[src/rtl/img_pkg.sv]
// Shared definitions for the image selector, panel driver and image ROM:
// selector state encoding and the default image-store geometry.
package img_pkg;

  typedef enum logic {
    IDLE    = 1'b0,
    PENDING = 1'b1
  } sel_state_t;

  localparam int unsigned DEF_NUM_IMAGES  = 4;
  localparam int unsigned DEF_IMG_WORDS   = 2048;
  localparam int unsigned DEF_AUTO_PERIOD = 25_000_000;

endpackage

[src/rtl/auto_timer.sv]
// Slideshow interval counter: runs 0..PERIOD-1 while enabled and emits a
// one-cycle tick at terminal count unless cleared in that same cycle.
module auto_timer
  import img_pkg::*;
#(
  parameter int unsigned PERIOD = DEF_AUTO_PERIOD
) (
  input  logic clk,
  input  logic rst,
  input  logic enable,
  input  logic clear,
  output logic tick
);

  localparam int unsigned     CNT_W = (PERIOD > 1) ? $clog2(PERIOD) : 1;
  localparam logic [CNT_W-1:0] LAST = CNT_W'(PERIOD - 1);

  logic [CNT_W-1:0] count;
  logic             at_last;

  assign at_last = (count == LAST);
  // A clear in the terminal cycle swallows the tick so a manual press wins.
  assign tick    = enable && !clear && at_last;

  // NOTE: sequential state uses non-blocking assignments so every flop
  // samples pre-edge values regardless of block ordering.
  always_ff @(posedge clk or posedge rst) begin
    if (rst) begin
      count <= '0;
    end else if (!enable || clear || at_last) begin
      count <= '0;
    end else begin
      count <= count + 1'b1;
    end
  end

endmodule

[src/rtl/image_selector.sv]
// Image-index controller: folds next/prev/auto requests into a pending
// target and commits it to the panel only on a frame boundary.
module image_selector
  import img_pkg::*;
#(
  parameter int unsigned NUM_IMAGES  = DEF_NUM_IMAGES,
  parameter int unsigned IMG_WORDS   = DEF_IMG_WORDS,
  parameter int unsigned AUTO_PERIOD = DEF_AUTO_PERIOD,
  parameter int unsigned IDX_W       = $clog2(NUM_IMAGES),
  parameter int unsigned ADDR_W      = $clog2(NUM_IMAGES * IMG_WORDS)
) (
  input  logic              clk,
  input  logic              rst,
  input  logic              next_pulse,
  input  logic              prev_pulse,
  input  logic              mode_pulse,
  input  logic              frame_done,
  output logic [IDX_W-1:0]  img_idx,
  output logic [ADDR_W-1:0] img_base,
  output logic              auto_mode,
  output logic              swap
);

  localparam logic [IDX_W-1:0]  LAST_IDX = IDX_W'(NUM_IMAGES - 1);
  localparam logic [ADDR_W-1:0] WORDS    = ADDR_W'(IMG_WORDS);

  sel_state_t       state, state_n;
  logic [IDX_W-1:0] target, target_n;
  logic [IDX_W-1:0] base_idx, stepped;
  logic             tick, inc, dec, commit;

  // Explicit compare-and-wrap keeps the modulo exact for any NUM_IMAGES.
  function automatic logic [IDX_W-1:0] wrap_inc(input logic [IDX_W-1:0] x);
    return (x == LAST_IDX) ? '0 : x + 1'b1;
  endfunction

  function automatic logic [IDX_W-1:0] wrap_dec(input logic [IDX_W-1:0] x);
    return (x == '0) ? LAST_IDX : x - 1'b1;
  endfunction

  auto_timer #(
    .PERIOD (AUTO_PERIOD)
  ) u_auto_timer (
    .clk    (clk),
    .rst    (rst),
    .enable (auto_mode),
    .clear  (mode_pulse | next_pulse | prev_pulse),
    .tick   (tick)
  );

  // NOTE: every always_comb output gets a default first, so no path
  // through the case can leave a signal unassigned and infer a latch.
  always_comb begin
    inc      = next_pulse | tick;
    dec      = prev_pulse;
    base_idx = (state == IDLE) ? img_idx : target;
    stepped  = base_idx;
    state_n  = state;
    target_n = target;
    commit   = 1'b0;

    if (inc && !dec) begin
      stepped = wrap_inc(base_idx);
    end else if (dec && !inc) begin
      stepped = wrap_dec(base_idx);
    end

    case (state)
      IDLE: begin
        if (inc != dec) begin
          state_n  = PENDING;
          target_n = stepped;
        end
      end
      PENDING: begin
        target_n = stepped;
        if (frame_done) begin
          state_n = IDLE;
          commit  = (stepped != img_idx);
        end
      end
      default: state_n = IDLE;
    endcase
  end

  always_ff @(posedge clk or posedge rst) begin
    if (rst) begin
      state  <= IDLE;
      target <= '0;
    end else begin
      state  <= state_n;
      target <= target_n;
    end
  end

  always_ff @(posedge clk or posedge rst) begin
    if (rst) begin
      img_idx   <= '0;
      img_base  <= '0;
      auto_mode <= 1'b0;
      swap      <= 1'b0;
    end else begin
      auto_mode <= auto_mode ^ mode_pulse;
      swap      <= commit;
      if (commit) begin
        img_idx  <= stepped;
        img_base <= ADDR_W'(stepped) * WORDS;
      end
    end
  end

endmodule

[config.mk]
export PLATFORM = sky130hd
export DESIGN_NAME = image_selector
export DESIGN_NICKNAME = d
export VERILOG_FILES = /design/src/rtl/img_pkg.sv /design/src/rtl/auto_timer.sv /design/src/rtl/image_selector.sv
export SDC_FILE = /design/constraint.sdc
export NUM_CORES = 1
export LEC_CHECK = 0
export ABC_AREA = 1
export BUFFER_PORTS_ARGS = -buffer_cell sky130_fd_sc_hd__buf_2
export CAP_MARGIN = 10
export CORE_AREA = 2 2 58 74
export DETAILED_ROUTE_END_ITERATION = 10
export DIE_AREA = 0 0 60 76
export GPL_ROUTABILITY_DRIVEN = 0
export PLACE_DENSITY_LB_ADDON = 0.2
export SETUP_SLACK_MARGIN = 0.05
export SKIP_LAST_GASP = 1
export SLEW_MARGIN = 10
export SYNTH_ARGS = -nofsm -noshare
export SYNTH_HDL_FRONTEND = slang
export SYNTH_HIERARCHICAL = 1
export SYNTH_SLANG_ARGS = --single-unit
[constraint.sdc]
create_clock -name clk -period 4.5 [get_ports clk]
set_input_delay 0.675 -clock clk [delete_from_list [all_inputs] [get_ports clk]]
set_output_delay 0.675 -clock clk [all_outputs]
set_load 0.005 [all_outputs]
After elaboration in Yosys (flattened, before gate mapping)
Cells that the tools add are included. Widths: inputs -> output; s select.

Add/sub/neg operators: 3. Eq/ne operators: 5. Muxes and demuxes: 13. Bitwise gates (word level): 5. Reduce and logical (&&, ||, !) cells: 11.

Operator list (count): $add 25x1->25 const B (1); $eq 25x25->1 const B (1); $mux 25 (1); $mux 2 (6); $logic_and 1x1->1 (4); $logic_not 1->1 (4); $mux 1 (4); $pmux 2 s2 (1); $or 1x1->1 (3); $add 2x1->2 const B (1); $eq 2x2->1 const B (1); $logic_not 2->1 (1); $logic_or 1x1->1 (2); $ne 2x1->1 const B (1); $ne 2x2->1 (1); $pmux 1 s2 (1); $sub 2x1->2 const B (1); $ne 1x1->1 (1); $not 1->1 (1); $xor 1x1->1 (1).

Bits in registers: 32. Bits of input ports: 6. Output and inout bits: 17. Word-level logic and storage cells: 43.

Longest topological paths before layout
Word-level depth: 13. Depth in mapped cells: 20. Mapped depth without buffers: 20.

Modules after synthesis
Netlist, hierarchy kept.

Modules (own cells, without submodules): auto_timer (times used 1, cells each 229, area an instance 1554.0 um^2, seq. area each 625.6 um^2); image_selector (times used 1, cells each 73, area an instance 534.3 um^2, seq. area each 175.2 um^2).

Worst setup path before layout
OpenSTA, ideal clock, no wires.

Kind: register -> register. Start: register u_auto_timer.count[0]. End: register swap. Setup time: 113 ps. Arrival: 2029 ps. Required time: 4387 ps. Path slack: 2359 ps. Stages on the path, launching flop included: 20. Path buffers: 0. Period minus slack after synthesis: 2141 ps. Cells stage by stage: dfrtp_1 ha_1 inv_2 nor2_8 nand2_2 nor2_1 nand2_1 nor3_1 nor2_1 inv_1 ha_1 inv_1 nand2_1 nand3_2 nand3_1 nand2_2 nand2_1 nand3_1 nand2_1 inv_1.

Word-level cells in the longest chain between the ends: 10. Elaborated cells on any way between the ends: 11. Those cells by class: 2 x eq/ne; 4 x mux; 1 x bitwise; 4 x reduce/logical.

RTL lines: start, declared (RTL line auto_timer.sv:18) `logic [CNT_W-1:0] count;`; start signal, assigned (RTL line auto_timer.sv:33) `count <= count + 1'b1;`; $eq 25x25->1 * (RTL line auto_timer.sv:21) `assign at_last = (count == LAST);`; $logic_and 1x1->1 * (RTL line auto_timer.sv:23) `assign tick = enable && !clear && at_last;`; net tick (RTL line image_selector.sv:30) `logic tick, inc, dec, commit;`; $or 1x1->1 * (RTL line image_selector.sv:54) `inc = next_pulse | tick;`; $logic_not 1->1 (RTL line image_selector.sv:64) `end else if (dec && !inc) begin`; $logic_and 1x1->1 (RTL line image_selector.sv:64); $mux 2 (RTL line image_selector.sv:64); $mux 2 * (RTL line image_selector.sv:62) `if (inc && !dec) begin`; $ne 2x2->1 * (RTL line image_selector.sv:79) `commit = (stepped != img_idx);`; $mux 1 * (RTL line image_selector.sv:77) `if (frame_done) begin`; $mux 1 * (RTL line image_selector.sv:68) `case (state)`; net commit (RTL line image_selector.sv:30); end signal, assigned (RTL line image_selector.sv:104) `swap <= commit;`; end, declared (RTL line image_selector.sv:21) `output logic swap`.

Mark *: on every way through the listed nets, which the timed path passes. The rest lies on a longest branch. A chain may end at the register's enable or synchronous reset.

Final worst setup path
Same ends and word-level chain as after synthesis.

==> insert_results.sql <==
INSERT INTO impl_metrics (metric_group, metric, value, unit) VALUES
('clocking', 'cts_num_sinks', '32', ''),
('clocking', 'worst_skew_pair.late_latency', '290', 'ps'),
('clocking', 'postCtsHoldBufs', '0', ''),
('grt', 'grt_pass1_wl', '7100', 'µm'),
('critical_path', 'critical_path_class', 'reg -> reg', ''),
('synth', 'synth_sequential_area_ratio', '38.3', '%'),
('timing', 'slew_headroom', '37.2', '%'),
('grt', 'antenna_violations_before_repair', '0', ''),
('power', 'comb_power_share', '19.7', '%'),
('grt', 'global_route.usage.total', '20.6', '%'),
('synth', 'syn-cell-area', '2090', 'µm²'),
('critical_path', 'biggest_cell_delay_along_the_critical_path', '420', 'ps'),
('power', 'power_report.internal_total', '0.000571', 'W'),
('timing', 'finalHoldViolations', '0', ''),
('synth', 'synthAdderAreaFrac', '1.80', '%'),
('power', 'switchingPower', '0.000229', 'W'),
('critical_path', 'maximum_fanout_along_the_worst_path', '5', ''),
('die', 'core_region_area', '3940', 'µm²'),
('placed_design', 'portbufs', '11', ''),
('synth', 'post_synth_inst_count', '302', ''),
('synth', 'yosys-mux-area-fraction', '0', '%'),
('power', 'power.static_leakage', '1.07', 'nW'),
('die', 'initial_utilization', '53.1', '%'),
('job', 'timing.max_cap.violations', '0', ''),
('synth', 'yosysWarnings', '6', ''),
('hold_path', 'hp-class', 'in -> async', ''),
('drt', 'drc', '0', ''),
('layout', 'post-route-util', '57.3', '%'),
('run_status', 'result_of_the_run', 'complete, no violations', ''),
('layout', 'nets', '324', ''),
('power', 'fin_total_pwr', '0.000800', 'W'),
('grt', 'grt_max_degree', '26', ''),
('clocking', 'cts_tree', 'built', ''),
('clocking', 'ctsRootBufferMaster', 'clkbuf_8', ''),
('drt', 'drtIter0Drc', '58', ''),
('drt', 'routedWlPerCell', '10.9', 'µm'),
('timing', 'tightest_slew', '940', 'ps'),
('die', 'die_width', '60', 'µm'),
('timing', 'max_clock_freq', '0.414', 'GHz'),
('timing', 'timing.clock.skew', '5.14', 'ps'),
('drt', 'number_of_vias_per_cell', '4.66', ''),
('timing', 'final_period_minus_worst_setup_slack', '2410', 'ps'),
('grt', 'gr-total-overflow', '0', ''),
('drt', 'routed_wirelength', '4050', 'µm'),
('critical_path', 'crit_arrival', '2600', 'ps'),
('timing', 'period_share', '53.7', '%'),
('die', 'chipHeight', '76', 'µm'),
('die', 'num_io_pins', '23', ''),
('clocking', 'cts-resized-gates', '0', ''),
('critical_path', 'worstReg2RegStart', 'u_auto_timer/count[0]$_DFF_PP0_', ''),
('clocking', 'cts.repair_timing.setup_buffer_count', '0', ''),
('critical_path', 'cp-start-kind', 'flop', ''),
('power', 'p_seq_share', '42.5', '%'),
('critical_path', 'timing.critical_path.from', 'u_auto_timer/count[0]$_DFF_PP0_', ''),
('clocking', 'cts.path.max_buffers', '2', ''),
('placed_design', 'placement.setup.worst_slack', '2100', 'ps'),
('critical_path', 'r2r_slack', '2090', 'ps'),
('drt', 'num_vias', '1733', ''),
('layout', 'finish.instance_area', '2260', 'µm²'),
('critical_path', 'crit_end_category', 'flop', ''),
('placed_design', 'placement.cell_area', '2130', 'µm²'),
('placed_design', 'dp_hpwl', '3180', 'µm'),
('power', 'vdd_drop_max', '0.000238', 'V'),
('layout', 'area_growth_syn_to_layout', '8.09', '%'),
('critical_path', 'worst-r2r-cell-count', '19', ''),
('synth', 'largest_family_of_logic_cells_by_synthesized_area', 'simple AND/OR/NAND/NOR gates', ''),
('synth', 'ys_types', '23', ''),
('power', 'p_per_area', '354', 'nW/µm²'),
('power', 'sw_frac_of_total', '28.6', '%'),
('synth', 'synth.avg_cell_area', '6.91', 'µm²'),
('layout', 'mostFrequentLayoutCells', 'nand2_1 (88), nor2_1 (68), inv_1 (33), dfrtp_1 (32), nand3_1 (19)', '');
==> area by class of cell <==
cell class | instances | area (µm²)
Timing Repair Buffer | 11 | 55.1
Clock inverter | 1 | 30.0
Inverter | 35 | 131
Fill cell | 392 | 1680
Multi-Input combinational cell | 230 | 1070
Clock buffer | 7 | 96.3
Sequential cell | 32 | 801
Tap cell | 56 | 70.1
==> worst max path at each step <==
stage | depth (start not counted) | endpoint | slack (ps)
floorplan | 19 | swap$_DFF_PP0_ | 2360
global placement | 17 | swap$_DFF_PP0_ | 2210
detailed placement | 19 | swap$_DFF_PP0_ | 2100
CTS | 19 | swap$_DFF_PP0_ | 2060
global route | 17 | swap$_DFF_PP0_ | 1810
finish | 19 | swap$_DFF_PP0_ | 2090
==> metal layers <==
metal | GRT usage, % | routed length (µm) | vias up
met3 | 4.24 | 99 | 10
met5 | 0 | 0 | -
met2 | 36.0 | 2150 | 25
met1 | 22.6 | 1670 | 784
li1 | - | - | 914
met4 | 10.2 | 127 | 0
==> power by group through the flow <==
stage               Clock, W  Sequential [W]  Combinational (W)
floorplan                  0        0.000343           0.000133
global placement           0        0.000347           0.000161
detailed placement         0        0.000347           0.000161
CTS                 0.000310        0.000342           0.000161
global route        0.000323        0.000347           0.000184
finish              0.000302        0.000340           0.000157
==> cells in the mapped netlist <==
cell      number  area share [%]
nand2_1       88              16
nor2_1        68              12
inv_1         33             5.9
dfrtp_1       32              38
nand3_1       19             4.6
buf_4         13             4.7
xor2_1         9             3.8
nand2_2        8             2.4
o21ai_0        5             1.2
o21bai_1       4             1.4
ha_1           3             1.8
nor2_2         3            0.90
xnor2_1        3             1.3
a21oi_1        2            0.48
buf_6          2             1.1
inv_2          2            0.36
nand3_2        2            0.96
conb_1         1            0.18
nand2_4        1            0.54
nand3b_1       1            0.36
nor2_4         1            0.54
nor2_8         1            0.96
nor3_1         1            0.24
==> sequential cells by signal, summed over array words and instances, names as in the netlist <==
signal	flops
target	2
auto_mode	1
swap	1
state	1
img_base	2
u_auto_timer/count	25
==> through the flow <==
stage | std cells | hold WS (ps)
after floorplan | 312 | 469
after global placement | 364 | 471
after detailed placement | 364 | 474
after CTS | 372 | 329
after global routing | 372 | 340
final | 372 | 325
==> cell families after synthesis <==
| family | after synthesis |
|---|---|
| adder cells (fa/ha/maj) | 3 |
| flip-flops | 32 |
| XOR/XNOR | 12 |
| AO/OA/AOI/OAI | 11 |
| other | 1 |
| AND/OR/NAND/NOR | 193 |
| buffers and inverters | 50 |
==> critical path, delay by kind of cell, from the launching register on <==
| family | cells | cell delay, ps |
|---|---|---|
| AND/OR/NAND/NOR | 13 | 1220 |
| adder cells (fa/ha/maj) | 2 | 420 |
| flip-flops | 1 | 420 |
| buffers and inverters | 4 | 240 |
(Power assumes the default switching activity.)
